File: src/rtl/bus_txn_sequencer.sv
// bus_txn_sequencer: runs one CPU bus cycle against internal RAM/ROM, the LED register or an AXI4-Lite slave
module bus_txn_sequencer #(
   parameter int RAM_AW         = 16,
   parameter int ROM_AW         = 12,
   parameter int TIMEOUT_CYCLES = 1024
) (
   input  logic              clk,
   input  logic              rst,
   input  logic              req,
   input  logic              is_read,
   input  logic [2:0]        addr_type,
   input  logic [31:0]       A32,
   input  logic [31:0]       D32,
   input  logic [3:0]        wstrb,
   input  logic [7:0]        cpu_wdata,
   output logic              ack,
   output logic [7:0]        rdata,
   output logic              err,
   output logic              ram_en,
   output logic              ram_we,
   output logic [RAM_AW-1:0] ram_addr,
   output logic [7:0]        ram_wdata,
   input  logic [7:0]        ram_rdata,
   output logic              rom_en,
   output logic [ROM_AW-1:0] rom_addr,
   input  logic [7:0]        rom_rdata,
   output logic [7:0]        led,
   output logic [31:0]       awaddr,
   output logic              awvalid,
   input  logic              awready,
   output logic [31:0]       wdata,
   output logic [3:0]        wstrb_o,
   output logic              wvalid,
   input  logic              wready,
   input  logic [1:0]        bresp,
   input  logic              bvalid,
   output logic              bready,
   output logic [31:0]       araddr,
   output logic              arvalid,
   input  logic              arready,
   input  logic [31:0]       rdata_axi,
   input  logic [1:0]        rresp,
   input  logic              rvalid,
   output logic              rready
);
   localparam logic [2:0] ADDR_TYPE_NOT_OP       = 3'd0;
   localparam logic [2:0] ADDR_TYPE_INTERNAL_RAM = 3'd1;
   localparam logic [2:0] ADDR_TYPE_INTERNAL_ROM = 3'd2;
   localparam logic [2:0] ADDR_TYPE_INTERNAL_LED = 3'd3;
   localparam logic [2:0] ADDR_TYPE_AXI          = 3'd4;
   localparam int CW = $clog2(TIMEOUT_CYCLES + 1);
   typedef enum logic [2:0] {S_IDLE, S_INT, S_AXI_WR, S_AXI_B, S_AXI_AR, S_AXI_R, S_DONE} state_t;
   state_t state_q, state_d;
   logic [2:0] type_q, type_d;
   logic is_read_q, is_read_d, ack_q, ack_d, err_q, err_d;
   logic [31:0] a32_q, a32_d, wdata_q, wdata_d;
   logic [3:0] wstrb_o_q, wstrb_o_d;
   logic [7:0] wd_q, wd_d, rdata_q, rdata_d, led_q, led_d;
   logic awvalid_q, awvalid_d, wvalid_q, wvalid_d, bready_q, bready_d;
   logic arvalid_q, arvalid_d, rready_q, rready_d;
   logic [CW-1:0] cnt_q, cnt_d;
   logic is_int, in_axi;
   assign is_int = (type_q == ADDR_TYPE_INTERNAL_RAM) || (type_q == ADDR_TYPE_INTERNAL_ROM);
   assign in_axi = (state_q == S_AXI_WR) || (state_q == S_AXI_B) || (state_q == S_AXI_AR) || (state_q == S_AXI_R);
   // Next-state and registered-output computation for the whole transaction
   always_comb begin
      state_d   = state_q;
      type_d    = type_q;
      is_read_d = is_read_q;
      a32_d     = a32_q;
      wd_d      = wd_q;
      wdata_d   = wdata_q;
      wstrb_o_d = wstrb_o_q;
      ack_d     = ack_q;
      err_d     = err_q;
      rdata_d   = rdata_q;
      led_d     = led_q;
      awvalid_d = awvalid_q;
      wvalid_d  = wvalid_q;
      bready_d  = bready_q;
      arvalid_d = arvalid_q;
      rready_d  = rready_q;
      cnt_d     = in_axi ? cnt_q + CW'(1) : '0;
      case (state_q)
         S_IDLE: if (req && addr_type != ADDR_TYPE_NOT_OP) begin
            type_d    = addr_type;
            is_read_d = is_read;
            a32_d     = A32;
            wd_d      = cpu_wdata;
            wdata_d   = (wstrb != 4'd0) ? D32 : {4{cpu_wdata}};
            wstrb_o_d = (wstrb != 4'd0) ? wstrb : 4'b0001 << A32[1:0];
            err_d     = 1'b0;
            case (addr_type)
               ADDR_TYPE_INTERNAL_RAM, ADDR_TYPE_INTERNAL_ROM: state_d = S_INT;
               ADDR_TYPE_INTERNAL_LED: begin
                  rdata_d = is_read ? led_q : rdata_q;
                  led_d   = is_read ? led_q : cpu_wdata;
                  state_d = S_DONE;
               end
               ADDR_TYPE_AXI: begin
                  arvalid_d = is_read;
                  awvalid_d = !is_read;
                  wvalid_d  = !is_read;
                  state_d   = is_read ? S_AXI_AR : S_AXI_WR;
               end
               default: begin
                  rdata_d = 8'hFF;
                  state_d = S_DONE;
               end
            endcase
         end
         S_INT: state_d = S_DONE;
         S_AXI_WR: begin
            awvalid_d = awvalid_q && !awready;
            wvalid_d  = wvalid_q && !wready;
            if (!awvalid_d && !wvalid_d) begin
               bready_d = 1'b1;
               state_d  = S_AXI_B;
            end
         end
         S_AXI_B: if (bvalid) begin
            err_d    = bresp != 2'd0;
            bready_d = 1'b0;
            state_d  = S_DONE;
         end
         S_AXI_AR: if (arready) begin
            arvalid_d = 1'b0;
            rready_d  = 1'b1;
            state_d   = S_AXI_R;
         end
         S_AXI_R: if (rvalid) begin
            rdata_d  = rdata_axi[8*a32_q[1:0] +: 8];
            err_d    = rresp != 2'd0;
            rready_d = 1'b0;
            state_d  = S_DONE;
         end
         S_DONE: if (!ack_q) begin
            ack_d   = 1'b1;
            rdata_d = (is_int && is_read_q) ? ((type_q == ADDR_TYPE_INTERNAL_ROM) ? rom_rdata : ram_rdata) : rdata_q;
         end else if (!req) begin
            ack_d   = 1'b0;
            state_d = S_IDLE;
         end
         default: state_d = S_IDLE;
      endcase
      if (in_axi && state_d != S_DONE && cnt_q == CW'(TIMEOUT_CYCLES - 1)) begin
         awvalid_d = 1'b0;
         wvalid_d  = 1'b0;
         bready_d  = 1'b0;
         arvalid_d = 1'b0;
         rready_d  = 1'b0;
         rdata_d   = 8'hFF;
         err_d     = 1'b1;
         state_d   = S_DONE;
      end
   end
   // State and output registers; reset abandons any transaction in flight
   always_ff @(posedge clk or posedge rst) begin
      if (rst) begin
         state_q   <= S_IDLE;
         type_q    <= ADDR_TYPE_NOT_OP;
         is_read_q <= 1'b0;
         a32_q     <= '0;
         wd_q      <= '0;
         wdata_q   <= '0;
         wstrb_o_q <= '0;
         ack_q     <= 1'b0;
         err_q     <= 1'b0;
         rdata_q   <= '0;
         led_q     <= '0;
         awvalid_q <= 1'b0;
         wvalid_q  <= 1'b0;
         bready_q  <= 1'b0;
         arvalid_q <= 1'b0;
         rready_q  <= 1'b0;
         cnt_q     <= '0;
      end else begin
         state_q   <= state_d;
         type_q    <= type_d;
         is_read_q <= is_read_d;
         a32_q     <= a32_d;
         wd_q      <= wd_d;
         wdata_q   <= wdata_d;
         wstrb_o_q <= wstrb_o_d;
         ack_q     <= ack_d;
         err_q     <= err_d;
         rdata_q   <= rdata_d;
         led_q     <= led_d;
         awvalid_q <= awvalid_d;
         wvalid_q  <= wvalid_d;
         bready_q  <= bready_d;
         arvalid_q <= arvalid_d;
         rready_q  <= rready_d;
         cnt_q     <= cnt_d;
      end
   end
   assign ram_en    = (state_q == S_INT) && (type_q == ADDR_TYPE_INTERNAL_RAM);
   assign ram_we    = ram_en && !is_read_q;
   assign rom_en    = (state_q == S_INT) && (type_q == ADDR_TYPE_INTERNAL_ROM);
   assign ram_addr  = a32_q[RAM_AW-1:0];
   assign rom_addr  = a32_q[ROM_AW-1:0];
   assign ram_wdata = wd_q;
   assign ack       = ack_q;
   assign err       = err_q;
   assign rdata     = rdata_q;
   assign led       = led_q;
   assign awaddr    = a32_q;
   assign araddr    = a32_q;
   assign wdata     = wdata_q;
   assign wstrb_o   = wstrb_o_q;
   assign awvalid   = awvalid_q;
   assign wvalid    = wvalid_q;
   assign bready    = bready_q;
   assign arvalid   = arvalid_q;
   assign rready    = rready_q;
endmodule

File: config.mk
export PLATFORM = sky130hd
export DESIGN_NAME = bus_txn_sequencer
export DESIGN_NICKNAME = d
export VERILOG_FILES = /design/src/rtl/bus_txn_sequencer.sv
export SDC_FILE = /design/constraint.sdc
export NUM_CORES = 1
export LEC_CHECK = 0
export ABC_AREA = 1
export CAP_MARGIN = 10
export CORE_MARGIN = 8
export CORE_UTILIZATION = 45
export CTS_BUF_LIST = sky130_fd_sc_hd__clkbuf_4 sky130_fd_sc_hd__clkbuf_8
export DETAILED_ROUTE_END_ITERATION = 8
export GPL_TIMING_DRIVEN = 0
export PLACE_DENSITY = 0.93
export SYNTH_ARGS = -nofsm -noshare
export SYNTH_HDL_FRONTEND = slang
export SYNTH_SLANG_ARGS = --single-unit
export TNS_END_PERCENT = 1
File: constraint.sdc
create_clock -name clk -period 12.6 [get_ports clk]
set_clock_uncertainty 0.05 [all_clocks]
set_input_delay 3.78 -clock clk [delete_from_list [all_inputs] [get_ports clk]]
set_output_delay 3.78 -clock clk [all_outputs]
set_load 0.005 [all_outputs]
After elaboration in Yosys (flattened, before gate mapping). Index checks and enable logic that the tools add are counted. W data, S select, Z words.

Flip-flop bits (word level): 117. Bits of input ports: 140. Output and inout port bits: 162. Word-level logic and storage cells: 135.

$add $sub $neg: 1. Equality and inequality tests: 24. Shift-type cells: 2. Mux-type cells: 49. Bitwise gates (word level): 1. Reductions and logical operators: 41.

Operators with widths (count): $mux W8 (7); $mux W32 (1); $shiftx A32 B6 Y8 (1); $mux W3 (9); $pmux W8 S3 (1); $pmux W3 S7 (1); $mux W1 (20); $pmux W8 S2 (1); $eq A3 B2 Y1 const B (5); $ne A3 B3 Y1 const B (5); $reduce_bool A3 Y1 (5); $eq A3 B3 Y1 const B (4); $ne A3 B2 Y1 const B (4); $reduce_and A4 Y1 (3); $reduce_bool A4 Y1 (3); $add A11 B1 Y11 const B (1); $eq A11 B10 Y1 const B (1); $mux W11 (1); $logic_and A1 B1 Y1 (10); $pmux W1 S2 (5); $eq A3 B1 Y1 const B (3); $reduce_and A3 Y1 (3); $reduce_and A7 Y1 (1); $logic_not A1 Y1 (6); other kinds (13) (17).

Longest topological paths before layout. Gate-level depths: netlist of run 1.

Depth in word-level cells: 11. Mapped depth: 13. Gate-level depth less buffers: 13.

Worst setup path after synthesis of run 1. No wires, ideal clock.

Path type: input to register. From: input addr_type[0]. To: register led_q[7], in the netlist led[7]. Library setup time: 0.125 ns. Data arrival time: 4.812 ns. Required time: 12.425 ns. Setup slack: 7.613 ns. Stages: 7. Buffers on the path: 1. Path through: nor2_1 nand2_1 nand2_1 nor2_1 buf_2 nand2_1 mux2_2.

Longest elaborated chain between the ends: 3. Elaborated cells on any way between the ends: 4. Classes of those cells: eq/ne: 1; reduce/logical: 3.

Ends and longest elaborated chain: start: declaration (line 11) `input logic [2:0] addr_type,`; $reduce_bool A3 Y1 (line 85) `S_IDLE: if (req && addr_type != ADDR_TYPE_NOT_OP) begin`; $logic_and A1 B1 Y1 (line 85); $reduce_and A4 Y1 (no line) (*); end signal: assignment (line 188) `led_q <= led_d;`; end: declaration (line 58) `logic [7:0] wd_q, wd_d, rdata_q, rdata_d, led_q, led_d;`.

Every way passes the cells marked *; elsewhere a longest branch is shown, timed or not. A chain may end at the register's enable or synchronous reset.

Worst setup path after layout of run 1.
From: register type_q[2]. To: output rom_en.

Longest elaborated chain between the ends: 2.

Ends and longest elaborated chain: start: declaration (line 54) `logic [2:0] type_q, type_d;`; start signal: assignment (line 179) `type_q <= type_d;`; $eq A3 B2 Y1 (line 199) `assign rom_en = (state_q == S_INT) && (type_q == ADDR_TYPE_INTERNAL_ROM);`; $logic_and A1 B1 Y1 (line 199); end: declaration (line 24) `output logic rom_en,`.

Every way passes these cells.

==> results of run 1 <==
area by class of cell:
type                            instances  area [sq um]
Fill cell                             985          3400
Timing Repair Buffer                  302          3040
Sequential cell                       117          2930
Multi-Input combinational cell        520          2310
Buffer                                 88           583
Clock buffer                           22           290
Tap cell                              176           220
Inverter                               52           216
Clock inverter                          9           198
cell usage in the layout, fill, tap and decap left out, drive strengths merged:
cell	count
clkbuf	35
a221oi	1
nor2	106
nand2	242
bufinv	7
buf	76
or2	2
o22ai	5
clkinvlp	1
ha	1
o21ai	66
clkinv	3
o21a	1
nand4	2
clkdlybuf4s50	301
dfrtp	117
inv	50
mux2	1
xor2	1
a21oi	16
nand3	32
a31oi	37
nor3	7
per-layer routing:
layer	global-route usage (%)	part of all wire [%]	up-vias
li1	-	-	3083
met1	27.9	37	3052
met2	45.6	49	335
met3	8.77	9.1	75
met4	14.0	5.1	0
met5	0	0	-
cells by family after synthesis:
| kind of cell | count (synthesis) | share of synthesized area (%) |
|---|---|---|
| AOI/OAI and AO/OA | 126 | 11.7 |
| xor gates and xnor gates | 1 | 0.145 |
| adders and majority gates | 1 | 0.207 |
| buffers and inverters | 140 | 13.2 |
| DFF | 117 | 48.5 |
| muxes | 1 | 0.187 |
| and+or+nand+nor | 391 | 26.1 |
worst paths after layout:
| check | slack [ns] | end | from | cells past startpoint |
|---|---|---|---|---|
| max | 6.74 | rom_en | type_q[2]$_DFFE_PP0P_ | 5 |
| min | 0.42 | cnt_q[0]$_DFF_PP0_ | cnt_q[0]$_DFF_PP0_ | 1 |
| max reg2reg | 10.45 | wstrb_o[0]$_DFFE_PP0P_ | state_q[1]$_DFF_PP0_ | 7 |
| min reg2reg | 0.42 | cnt_q[0]$_DFF_PP0_ | cnt_q[0]$_DFF_PP0_ | 1 |
| max in group asynchronous | 8.15 | led[1]$_DFFE_PP0P_ | rst | 3 |
| min in group asynchronous | 3.62 | araddr[6]$_DFFE_PP0P_ | rst | 2 |
where the power goes:
part           internal, mW  switching [mW]  leakage (nW)  total [mW]
sequential            0.540           0.133          1.42       0.673
combinational         0.702           0.531          2.90        1.23
clock                 0.274           0.148         0.246       0.422
sequential cells by signal, summed over array words and instances, names as in the netlist, 3 cells and up:
| name | flops |
|---|---|
| araddr | 32 |
| cnt_q | 11 |
| led | 8 |
| ram_wdata | 8 |
| rdata | 8 |
| state_q | 3 |
| type_q | 3 |
| wdata | 32 |
| wstrb_o | 4 |
through the flow:
stage	power (mW)	setup WS, ns
2_1_floorplan	1.20	5.67
3_3_place_gp	1.86	3.98
3_5_place_dp	1.91	6.69
4_1_cts	2.34	6.78
5_1_grt	2.47	6.67
6_report	2.33	6.74
cells in the mapped netlist, types with 2 or more instances:
master and count:
a21oi_1 14, a21oi_2 2, a31oi_1 37, buf_1 3, buf_2 10, buf_4 60, buf_6 2, clkbuf_1 13
dfrtp_1 117, inv_1 43, inv_2 6, nand2_1 236, nand2_2 5, nand3_1 31, nand4_1 2, nor2_1 103
nor2_2 2, nor3_1 6, o21ai_0 61, o21ai_1 3, o21ai_2 2, o22ai_1 5, or2_2 2
==> metrics, run 1 <==
worst-path cell chain inv_1 > nand3_1 > clkbuf_1 > nor2_1 > clkdlybuf4s50_1; initial core utilization 45.8%; slowest CP cell clkdlybuf4s50_1; Post-CTS Setup Repair Bufs 0; GPL Wtd Cong 0.941; Worst EP arrival 2.03 ns; Max Freq 171 MHz; synthesized area 0.00604 sq mm; vias in the first global route 6710; Synth Warn # 0; Top delay family on crit path buffers and inverters; synthesis-stage register bit count 117; Sink Count 117; root buffer cell clkbuf_8; worst hold-check path type reg2reg; Final Non-Filler Cells 1286; VDD IR max 0.123 mV; Ant. Diodes 0; Clock Path Buffers 2; die width 132 microns; finished layout cell area 0.00979 sq mm; Boundary Pins 302; top post-synthesis cells by area dfrtp_1 (48%), nand2_1 (15%), buf_4 (7.5%); post-synthesis cell count 777; slowest stage delay, CP 0.53 ns; Worst Path Max Fanout 10; Post-CTS Resized 0; H-Tree Depth 4; die area 0.0174 sq mm; P_leak 4.57 nW; initial antenna violation count 0; Core Area 0.0132 sq mm; average wire per standard cell 18.1 microns; clk slew on worst S/H paths 0.07 ns; post-route ant nets 0; Fin. Hold Viols 0; first-pass GRT wire length 36.3 mm; Startpoint Class register; DP HPWL 18.8 mm; CTS tree built; Die Ht 132 microns; total congestion overflow 0; Async S/R FF share, synth 100%; setup TNS 0 ns; Buffers on Ports 301; cts bufs inserted 17; Tightest Pin Transition 0.561 ns; post-synth top area cell dfrtp_1; outcome finished clean; Util after Layout 74.2%; Mean Syn Cell Area 7.77 sq um; post-synth top area share 48.5%; synth unique cells 35; Min Hold Slack 0.423 ns; Worst-Skew Late Latency 0.42 ns; Final period util 46.5%; worst rel slew slack 62.6%; Final Slew Violations 0; nets 1239; synthesis-to-finish area growth 62.2%; Setup crit end kind output port; DR vias/cell 5.09; Synthesized Nets 918; Area after DPL 0.00930 sq mm; Main synth FF type dfrtp_1; critical path type reg2out; register area share after synthesis 48.5%; largest net degree at the start of global routing 97; # rows 42; DR pass1 iterations 7; RSZ-0062 raised after global routing false; via count 6545; # hold bufs at CTS 0; # DRC 0; Pwr Density 238 mW/mm^2; Total Wirelength 23.3 mm; DRT iter0 DRCs 457; Worst Path Required 8.77 ns; GR Util All Layers 26.3%; Placed Cells 1255; ratio of cells with drive above 1 in the final layout 11.8%; Setup-failing EPs final 0; CP Buf/Inv Count 3; Post-synth EDFFs 0; fin crit period 5.86 ns; number of max-cap violations 0
No activity file was read; power rests on OpenSTA's default activity.
==> inputs of run 2 (changes only) <==
--- a/config.mk
+++ b/config.mk
@@ -8,11 +8,11 @@
 export ABC_AREA = 1
 export CAP_MARGIN = 10
 export CORE_MARGIN = 8
-export CORE_UTILIZATION = 45
+export CORE_UTILIZATION = 38
 export CTS_BUF_LIST = sky130_fd_sc_hd__clkbuf_4 sky130_fd_sc_hd__clkbuf_8
 export DETAILED_ROUTE_END_ITERATION = 8
 export GPL_TIMING_DRIVEN = 0
-export PLACE_DENSITY = 0.93
+export PLACE_DENSITY = 0.84
 export SYNTH_ARGS = -nofsm -noshare
 export SYNTH_HDL_FRONTEND = slang
 export SYNTH_SLANG_ARGS = --single-unit
==> constraint.sdc (replaced) <==
create_clock -name clk -period 5 [get_ports clk]
set_clock_uncertainty 0.05 [all_clocks]
set_input_delay 1.5 -clock clk [delete_from_list [all_inputs] [get_ports clk]]
set_output_delay 1.5 -clock clk [all_outputs]
set_load 0.005 [all_outputs]
==> run 2 against run 1 <==
Effect of this change: clock power up 130%; power up 150%; final cell count up 3.1%; final area up 0.18%; setup slack worse by 5.3 ns; die area up 16%; via count down 3.5%; critical path depth unchanged; count of clock-buffer cells in the layout up 1; critical path type unchanged; largest cell class unchanged; highest routed layer unchanged.
==> metrics, run 2 (synthesis gave the netlist of run 1 again) <==
H-Tree Depth 4 (unchanged); worst hold-check path type reg2reg; Buffers on Ports 301 (unchanged); Total Wirelength 22.8 mm (-2.0%); ratio of cells with drive above 1 in the final layout 11.8% (unchanged); nets 1239 (unchanged); Worst-Skew Late Latency 0.43 ns (about the same); Post-CTS Resized 0 (unchanged); worst rel slew slack 62.5% (-0.081 points); number of max-cap violations 0 (unchanged); Clock Path Buffers 2 (unchanged); RSZ-0062 raised after global routing false; DRT iter0 DRCs 386 (-16%); post-route ant nets 0 (unchanged); DR vias/cell 4.76 (-6.4%); average wire per standard cell 17.2 microns (-5.0%); initial antenna violation count 0 (unchanged); clk slew on worst S/H paths 0.07 ns (about the same); largest net degree at the start of global routing 101 (+4.1%); P_leak 4.55 nW (-0.40%); CTS tree built; GR Util All Layers 22.4% (-3.9 points); setup TNS 0 ns (unchanged); hold_sp cnt_q[9]$_DFF_PP0_; Tightest Pin Transition 0.562 ns (+0.00122 ns); worst r2r src state_q[1]$_DFF_PP0_; Metal-1 WL 8.48 mm (-0.18%); Core Area 0.0157 sq mm (+19%); die width 142 microns (+7.8%); commonest non-fill, non-tap cell in the layout clkdlybuf4s50_1; Multi-input gate area 0.00231 sq mm (unchanged); root buffer cell clkbuf_8; vias in the first global route 6500 (-3.1%); Sink Count 117 (unchanged); initial core utilization 38.4% (-7.3 points); outcome finished clean; total congestion overflow 0 (unchanged); first-pass GRT wire length 35.0 mm (-3.6%); worst-path cell chain inv_1 > nand3_1 > clkbuf_1 > nor2_1 > clkdlybuf4s50_1; # rows 46 (+9.5%); slowest stage delay, CP 0.52 ns (about the same); Pwr Density 587 mW/mm^2 (+150%); Boundary Pins 302 (unchanged); Worst Path Required 3.45 ns (-5.32 ns); setup ws final 1.48 ns (-5.26 ns); Ant. Diodes 0 (unchanged); # DRC 0 (unchanged); GPL Wtd Cong 0.891 (-5.3%); Util after Layout 62.4% (-12 points); cts bufs inserted 17 (unchanged); Setup crit end kind output port; Startpoint Class register; Setup WS pre-CTS 1.32 ns (-5.37 ns); Final Slew Violations 0 (unchanged); critical path type reg2out; Post-CTS Setup Repair Bufs 0 (unchanged); Die Ht 142 microns (+7.8%); fillers 1351 (+37%); DR WL met3 2.25 mm (+6.3%); Worst EP arrival 1.97 ns (-0.06 ns); # hold bufs at CTS 0 (unchanged); WL met2 11.5 mm (+0.43%); fin crit period 3.52 ns; Area after DPL 0.00935 sq mm (+0.54%); DR pass1 iterations 6 (-1); Top Layer Used met4; slowest CP cell clkdlybuf4s50_1; Worst Path Max Fanout 10 (unchanged); finished layout cell area 0.00981 sq mm (+0.18%); Seq. cell area 0.00293 sq mm (unchanged); Fin. Hold Viols 0 (unchanged); VDD IR max 0.308 mV (+150%); via count 6316 (-3.5%); die area 0.0202 sq mm (+16%); DP HPWL 18.2 mm (-3.4%); Final period util 70.3%; synthesis-to-finish area growth 62.5%; Setup-failing EPs final 0 (unchanged); Max Freq 284 MHz; crit path from type_q[0]$_DFFE_PP0P_; most frequent cells in the layout clkdlybuf4s50_1 (301), nand2_1 (236), dfrtp_1 (117)
## run 2: cell types whose count changed in the layout (fill, tap and decap cells not counted)
cell,delta
clkbuf_8,+2
bufinv_16,-2
clkinvlp_4,+1
clkbuf_4,-1
## run 2: final timing paths
kind | to | depth (start not counted) | slack [ns]
max | rom_en | 5 | 1.48
min | cnt_q[9]$_DFF_PP0_ | 1 | 0.41
max reg2reg | araddr[14]$_DFFE_PP0P_ | 8 | 2.89
min reg2reg | cnt_q[9]$_DFF_PP0_ | 1 | 0.41
max in group asynchronous | ram_wdata[5]$_DFFE_PP0P_ | 3 | 2.80
min in group asynchronous | rdata[1]$_DFFE_PP0P_ | 2 | 1.32
## run 2: area by class of cell
class	instances	area share, %
well taps	216	2.76
multi-input cells	520	23.6
clock buffers	23	3.16
inverters	52	2.21
plain buffers	88	5.94
clock inverters	8	1.48
flip-flops and latches	117	29.9
repair buffers	302	31.0
## run 2: worst max-delay path, delay by kind of cell, from the launching register on
family	cells	cell delay, ns
flip-flops	1	0.39
AND/OR/NAND/NOR	2	0.26
buffers and inverters	3	0.89
## run 2: where the power goes
part | internal, mW | leakage, nW | switching [mW]
combinational | 1.77 | 2.90 | 1.30
sequential | 1.36 | 1.42 | 0.331
clock | 0.611 | 0.227 | 0.380
## run 2: metrics by stage
step / instances / hold WS, ns / power [mW]
2_1_floorplan: 777 / 0.382 / 3.03
3_3_place_gp: 1294 / 0.398 / 4.70
3_5_place_dp: 1295 / 0.404 / 4.78
4_1_cts: 1326 / 0.413 / 5.80
5_1_grt: 1326 / 0.440 / 6.16
6_report: 1326 / 0.412 / 5.75
## run 2: metal layers
layer / global-route usage (%) / vias up
li1: - / 3081
met1: 24.2 / 2913
met2: 39.5 / 279
met3: 7.78 / 43
met4: 8.54 / 0
met5: 0 / -
